==> config.mk <==
export PLATFORM = sky130hd
export DESIGN_NAME = pipelined_adder
export DESIGN_NICKNAME = d
export VERILOG_FILES = /design/src/rtl/pipelined_adder_pkg.sv /design/src/rtl/adder_stage.sv /design/src/rtl/pipelined_adder.sv
export SDC_FILE = /design/constraint.sdc
export NUM_CORES = 1
export LEC_CHECK = 0
export ABC_AREA = 1
export BUFFER_PORTS_ARGS = -buffer_cell sky130_fd_sc_hd__buf_2
export CAP_MARGIN = 30
export CORE_ASPECT_RATIO = 1.5
export CORE_MARGIN = 2
export CORE_UTILIZATION = 40
export CTS_CLUSTER_DIAMETER = 30
export DETAILED_ROUTE_END_ITERATION = 6
export GPL_TIMING_DRIVEN = 0
export PLACE_DENSITY_LB_ADDON = 0.05
export SLEW_MARGIN = 20
export SYNTH_ARGS = -nofsm -noshare
export SYNTH_HDL_FRONTEND = slang
export SYNTH_SLANG_ARGS = --single-unit
==> constraint.sdc <==
create_clock -name clk -period 1.9 [get_ports clk]
set_input_delay 0.19 -clock clk [delete_from_list [all_inputs] [get_ports clk]]
set_output_delay 0.19 -clock clk [all_outputs]
set_load 0.02 [all_outputs]
==> src/rtl/pipelined_adder_pkg.sv <==
// Shared helpers for the pipelined adder: chunk sizing and configuration legality.
package pipelined_adder_pkg;

    function automatic int chunk_width(input int width, input int stages);
        return (stages >= 1) ? width / stages : width;
    endfunction

    function automatic bit cfg_ok(input int width, input int stages);
        return (stages >= 1) && (width % stages == 0);
    endfunction

endpackage

==> src/rtl/adder_stage.sv <==
// One pipeline stage: adds chunk IDX with the incoming carry and registers the partially
// built sum together with the operands still needed by later stages.
module adder_stage
    import pipelined_adder_pkg::*;
#(
    parameter int CW    = 4,
    parameter int WIDTH = 16,
    parameter int IDX   = 0
) (
    input  logic             clk,
    input  logic             rst_n,
    input  logic             en,
    input  logic             valid_in,
    input  logic [WIDTH-1:0] x_in,
    input  logic [WIDTH-1:0] y_in,
    input  logic [WIDTH-1:0] s_in,
    input  logic             carry_in,
    output logic             valid,
    output logic [WIDTH-1:0] x,
    output logic [WIDTH-1:0] y,
    output logic [WIDTH-1:0] s,
    output logic             carry,
    output logic             ovf
);
    localparam int LO   = IDX * CW;
    localparam bit LAST = (LO + CW == WIDTH);

    logic [CW:0]      chunk_sum;
    logic [WIDTH-1:0] mask;
    logic [WIDTH-1:0] chunk_ext;
    logic [WIDTH-1:0] s_next;
    logic             msb_cin;
    logic             ovf_next;

    always_comb begin
        chunk_sum = {1'b0, x_in[LO +: CW]} + {1'b0, y_in[LO +: CW]} + {{CW{1'b0}}, carry_in};
        mask = '0;
        mask[LO +: CW] = '1;
        chunk_ext = '0;
        chunk_ext[LO +: CW] = chunk_sum[CW-1:0];
        s_next = (s_in & ~mask) | chunk_ext;
        // carry into the MSB recovered from the MSB sum bit; only meaningful in the top chunk
        msb_cin = x_in[WIDTH-1] ^ y_in[WIDTH-1] ^ chunk_sum[CW-1];
        ovf_next = LAST ? (msb_cin ^ chunk_sum[CW]) : 1'b0;
    end

    always_ff @(posedge clk) begin
        if (!rst_n) begin
            valid <= 1'b0;
            x     <= '0;
            y     <= '0;
            s     <= '0;
            carry <= 1'b0;
            ovf   <= 1'b0;
        end else if (en) begin
            valid <= valid_in;
            x     <= x_in;
            y     <= y_in;
            s     <= s_next;
            carry <= chunk_sum[CW];
            ovf   <= ovf_next;
        end
    end

endmodule

==> src/rtl/pipelined_adder.sv <==
// Pipelined WIDTH-bit adder with carry-in: one CW-bit chunk per stage, carry rippled through
// registers, valid/ready on both sides with combinational ready propagation.
module pipelined_adder
    import pipelined_adder_pkg::*;
#(
    parameter int WIDTH  = 16,
    parameter int STAGES = 4
) (
    input  logic             clk,
    input  logic             rst_n,
    input  logic             in_valid,
    output logic             in_ready,
    input  logic [WIDTH-1:0] x,
    input  logic [WIDTH-1:0] y,
    input  logic             cin,
    output logic             out_valid,
    input  logic             out_ready,
    output logic [WIDTH-1:0] s,
    output logic             cout,
    output logic             ovf
);
    localparam int CW = chunk_width(WIDTH, STAGES);

    if (!cfg_ok(WIDTH, STAGES)) begin : g_cfg_check
        $error("pipelined_adder: WIDTH must be a multiple of STAGES and STAGES must be >= 1");
    end

    // index 0 is the input side, index k+1 is the register set of stage k
    logic [STAGES:0]  v;
    logic [STAGES:0]  c_p;
    logic [WIDTH-1:0] x_p [STAGES+1];
    logic [WIDTH-1:0] y_p [STAGES+1];
    logic [WIDTH-1:0] s_p [STAGES+1];
    logic             ovf_p [STAGES];
    logic             en [STAGES+1];

    assign v[0]        = in_valid;
    assign c_p[0]      = cin;
    assign x_p[0]      = x;
    assign y_p[0]      = y;
    assign s_p[0]      = '0;
    assign en[STAGES]  = out_ready;

    for (genvar k = 0; k < STAGES; k++) begin : g_stage
        adder_stage #(
            .CW    (CW),
            .WIDTH (WIDTH),
            .IDX   (k)
        ) u_stage (
            .clk      (clk),
            .rst_n    (rst_n),
            .en       (en[k]),
            .valid_in (v[k]),
            .x_in     (x_p[k]),
            .y_in     (y_p[k]),
            .s_in     (s_p[k]),
            .carry_in (c_p[k]),
            .valid    (v[k+1]),
            .x        (x_p[k+1]),
            .y        (y_p[k+1]),
            .s        (s_p[k+1]),
            .carry    (c_p[k+1]),
            .ovf      (ovf_p[k])
        );

        // a bubble can always be overwritten, so stalls only back up through valid stages
        assign en[k] = !v[k+1] || en[k+1];
    end

    assign in_ready  = en[0];
    assign out_valid = v[STAGES];
    assign s         = s_p[STAGES];
    assign cout      = c_p[STAGES];
    assign ovf       = ovf_p[STAGES-1];

endmodule
* After elaboration in Yosys (flattened, before gate mapping)
Cells that the tools add are included. W data, S select, Z words.
Cells by class: add/subtract/negate cells 8, bitwise operators 6, reductions and logical operators 8
Operators with widths (count):
- $add A4 B4 Y5 | 4
- $add A5 B1 Y5 | 4
- $or A12 B16 Y16 | 1
- $or A8 B12 Y12 | 1
- $or A4 B8 Y8 | 1
- $logic_not A1 Y1 | 4
- $logic_or A1 B1 Y1 | 4
- $xor A1 B1 Y1 | 3
Word-level totals: register bits after elaboration 145, bits of input ports 37, output and inout bits 20, logic and storage cells 41

* Logic depth before layout (Yosys ltp)
depth after elaboration 5, gate-level depth with buffers 9, gate-level depth less buffers 9

* Modules after synthesis
A second synthesis with hierarchy kept.
Unflattened totals: cells, all modules 970, area, all modules 7663.6 um^2
By module, submodules not included:
- adder_stage at g_stage[1].u_stage ... | instances 2, cells each 239, area an instance 1881.8 um^2, seq. area each 1001.0 um^2
- adder_stage at g_stage[3].u_stage | instances 1, cells each 249, area an instance 1996.9 um^2, seq. area each 1021.0 um^2
- adder_stage at g_stage[0].u_stage | instances 1, cells each 236, area an instance 1870.5 um^2, seq. area each 1001.0 um^2
- pipelined_adder | instances 1, cells each 7, area an instance 32.5 um^2, seq. area each 0.0 um^2

* Least setup slack after synthesis
Ideal clock, no wire load.
path kind reg-to-reg, start reg g_stage[2].u_stage.carry, end reg g_stage[3].u_stage.ovf, library setup time 109 ps, data arrival time 1548 ps, data required time 1791 ps, slack 243 ps, cell stages (with the launch flop) 9, buffers on the path 0, period minus slack after synthesis 1657 ps, cell sequence dfxtp_1 -> fa_1 -> fa_1 -> nand3_1 -> nand3_1 -> nand2_1 -> nand3_1 -> nand2_1 -> inv_1
Between the ends: cells in the longest elaborated chain, start to end 3
RTL lines:
- start, declared | line adder_stage.sv:22 | output logic carry,
- start signal, assigned | line adder_stage.sv:60 | carry <= chunk_sum[CW];
- $add A5 B1 Y5 (*) | line adder_stage.sv:36 | chunk_sum = {1'b0, x_in[LO +: CW]} + {1'b0, y_in[LO +: CW]} + {{CW{1'b0}}, carry_in};
- $xor A1 B1 Y1 | line adder_stage.sv:43 | msb_cin = x_in[WIDTH-1] ^ y_in[WIDTH-1] ^ chunk_sum[CW-1];
- $xor A1 B1 Y1 (*) | line adder_stage.sv:44 | ovf_next = LAST ? (msb_cin ^ chunk_sum[CW]) : 1'b0;
- end signal, assigned | line adder_stage.sv:61 | ovf <= ovf_next;
- end, declared | line adder_stage.sv:23 | output logic ovf
Every way passes the cells marked *; elsewhere a longest branch is shown, timed or not. A chain may end at the register's enable or synchronous reset.

* Worst setup path in the final report
Same ends and word-level chain as after synthesis.

==> results.md <==
* Outcome: completed
* Antenna-violating nets left at 0
* Final period util at 94.16%
* # DRC at 0
* Grt ovf at 0
* Sum Neg Setup Slack at 0 ns
* Clk pin slew, worst setup/hold paths at 0.06 ns
* Commonest cells in the netlist: nand2_1, dfxtp_1, nor2_1
* Async S/R FF share, synth at 0%
* Ys Warns at 0
* Fin nets at 674
* Setup crit end kind: flip-flop
* Routed WL at 9160 µm
* Std-Cell Core Area at 10,020 µm²
* Drt via density at 4.605
* Synth-to-layout area growth at 18.44%
* Crit path DAT at 2.03 ns
* Worst Setup Path Type: reg -> reg
* Mapped Nets at 603
* Worst Tran Pin Value at 0.5693 ns
* Root Buffer: clkbuf_16
* Port-buffer cells at 56
* Total power at 4.301 mW
* Number of flops mapped to enable cells by yosys at 0
* Final worst-path setup slack at 0.1109 ns
* Top-area cell type share of the netlist area at 47.46%
* Max clock buf depth at 2
* Minimum clock period at 1.789 ns
* Row cnt at 45
* Ys flop type: dfxtp_1
* Starting DRT DRC Count at 95
* PwrDens at 887.5 nW/µm²
* Slew Limit Headroom at 62.05%
* Vias at 3,403
* Clock network latency to the later pin of the worst-skew pair at 0.34 ns
* Synth cell types at 20
* Pin count of the biggest net entering global routing at 15
* Critical Path RT at 2.14 ns
* Setup crit start kind: flip-flop
* Hold Fails Final Rpt at 0
* Dpl ws at 0.04816 ns
* Global-route wire length before repair at 15,360 µm
* Slew Viols, Final at 0
* Type of the tightest min-delay check: in -> reg
* Avg WL per Cell at 12.40 µm
* Seq/Total Area, Yosys at 47.46%
* DR pass1 iterations at 4
* CTS tree: done
* Leak at 2.313 nW
* Post-Synthesis Cell Area at 4091 µm²
* IO Count at 57
* Area leader, netlist: dfxtp_1
* Crit-path max FO at 3
* Endpoints failing setup at 0
* Skew final at 0.007760 ns
* Die W at 86.58 µm
* Routability cong. at 0.7562
* Die height at 127.9 µm
* Starting Density at 40.82%
* Seq cells post-synth at 97
* Top-count cell post-synth: nand2_1
* Total track usage at 17.77%
* Cells after Synth at 546
* CTS Buf Count at 9
* Clock tree sinks at 97
* Vias in the first global route at 3,306
* Peak Freq at 0.5589 GHz
* Maxcap violations at 0
* Avg Cell Area, Syn at 7.493 µm²
* H-tree depth at 3
* Maximum vdd ir drop at 0.4650 mV
* Antenna Cells at 0
* Smallest hold slack at 0.06610 ns
* Initial antenna violation count at 0
* RSZ-0062 raised after global routing: false
* DIE AREA at 11,070 µm²
* Most area-consuming cells after synthesis: dfxtp_1, nand2_1, nor2_1
* Layout cells sized above 1 at 14.79%
* DP Wirelength at 7012 µm
* Final core occ at 48.35%
-- cell families after synthesis --
logic type	synth area share (%)
simple gates	22.63
compound gates	12.48
flops	47.46
buf+inv	8.991
fa+ha+maj	7.584
xor+xnor	0.8564
-- metrics by stage --
step / area [µm²] / cells
detailed placement: 4518 / 719
global route: 4846 / 739
finish: 4846 / 739
floorplan: 4091 / 546
CTS: 4820 / 736
global placement: 4518 / 719
-- per-layer routing --
| metal | global-route usage [%] | wire length [µm] | vias up |
|---|---|---|---|
| met2 | 31.95 | 4686 | 58 |
| met5 | 0 | 0 | - |
| li1 | - | - | 1836 |
| met3 | 2.833 | 284 | 11 |
| met1 | 20.65 | 4027 | 1498 |
| met4 | 7.169 | 162 | 0 |
-- where the power goes --
group	switching (mW)	leakage [nW]	internal (mW)	total, mW
registers	0.0451	0.798	2.14	2.19
logic	0.225	1.37	0.156	0.381
clock network	0.734	0.140	0.999	1.73
-- what timing repair did --
item                       4_1_cts  5_1_grt
setup endpoints to repair        1        2
buffers inserted                 1        3
hold buffers                     0        0
resized for setup                1        2
pin swaps                        1        1
-- state kept, by name, indices dropped and copies added (netlist names) --
name / flops
g_stage.u_stage.y: 24
g_stage.u_stage.ovf: 1
g_stage.u_stage.x: 24
g_stage.u_stage.s: 40
g_stage.u_stage.carry: 4
g_stage.u_stage.valid: 4
-- worst max-delay path: stages, from the launching register on --
cell	delay, ns
dfxtp_1	0.33
fa_1	0.53
fa_2	0.41
nand3_1	0.10
nand3_1	0.07
nand2_1	0.06
nand3_1	0.07
nand2_1	0.08
inv_1	0.04
-- cell usage in the layout (no fill, tap or decap), types with 2 or more instances in the layout --
cell type  instances
or2_2              2
clkbuf_16          9
fa_1               7
nand3_1           14
xor2_1             2
clkbuf_8           3
buf_6              2
o21ai_0           48
dfxtp_1           96
buf_2             65
ha_1              12
buf_1              2
buf_4              4
nand2_1          114
clkbuf_1          18
a21oi_1           54
nor2_1            96
nor2_4             2
inv_1             62
nand3b_1           3
xnor2_1            2
-- layout make-up --
class / instances / area (µm²)
fill: 1090 / 5176
sequential: 97 / 1943
multi-input combinational: 358 / 1792
timing repair buffer: 60 / 310.3
clock buffer: 15 / 277.8
inverter: 63 / 236.5
tap: 117 / 146.4
buffer: 28 / 131.4
clock inverter: 1 / 8.758
-- final timing paths --
| path | slack, ns | depth (start not counted) | from | to |
|---|---|---|---|---|
| setup / recovery | 0.11 | 8 | g_stage[2].u_stage.carry | g_stage[3].u_stage.ovf |
| hold / removal | 0.07 | 3 | y[6] | g_stage[0].u_stage.y[6] |
| setup reg to reg | 0.11 | 8 | g_stage[2].u_stage.carry | g_stage[3].u_stage.ovf |
| hold reg to reg | 0.46 | 2 | g_stage[0].u_stage.x[10] | g_stage[1].u_stage.x[10] |
Note: power is estimated with default switching activity, not from simulation.
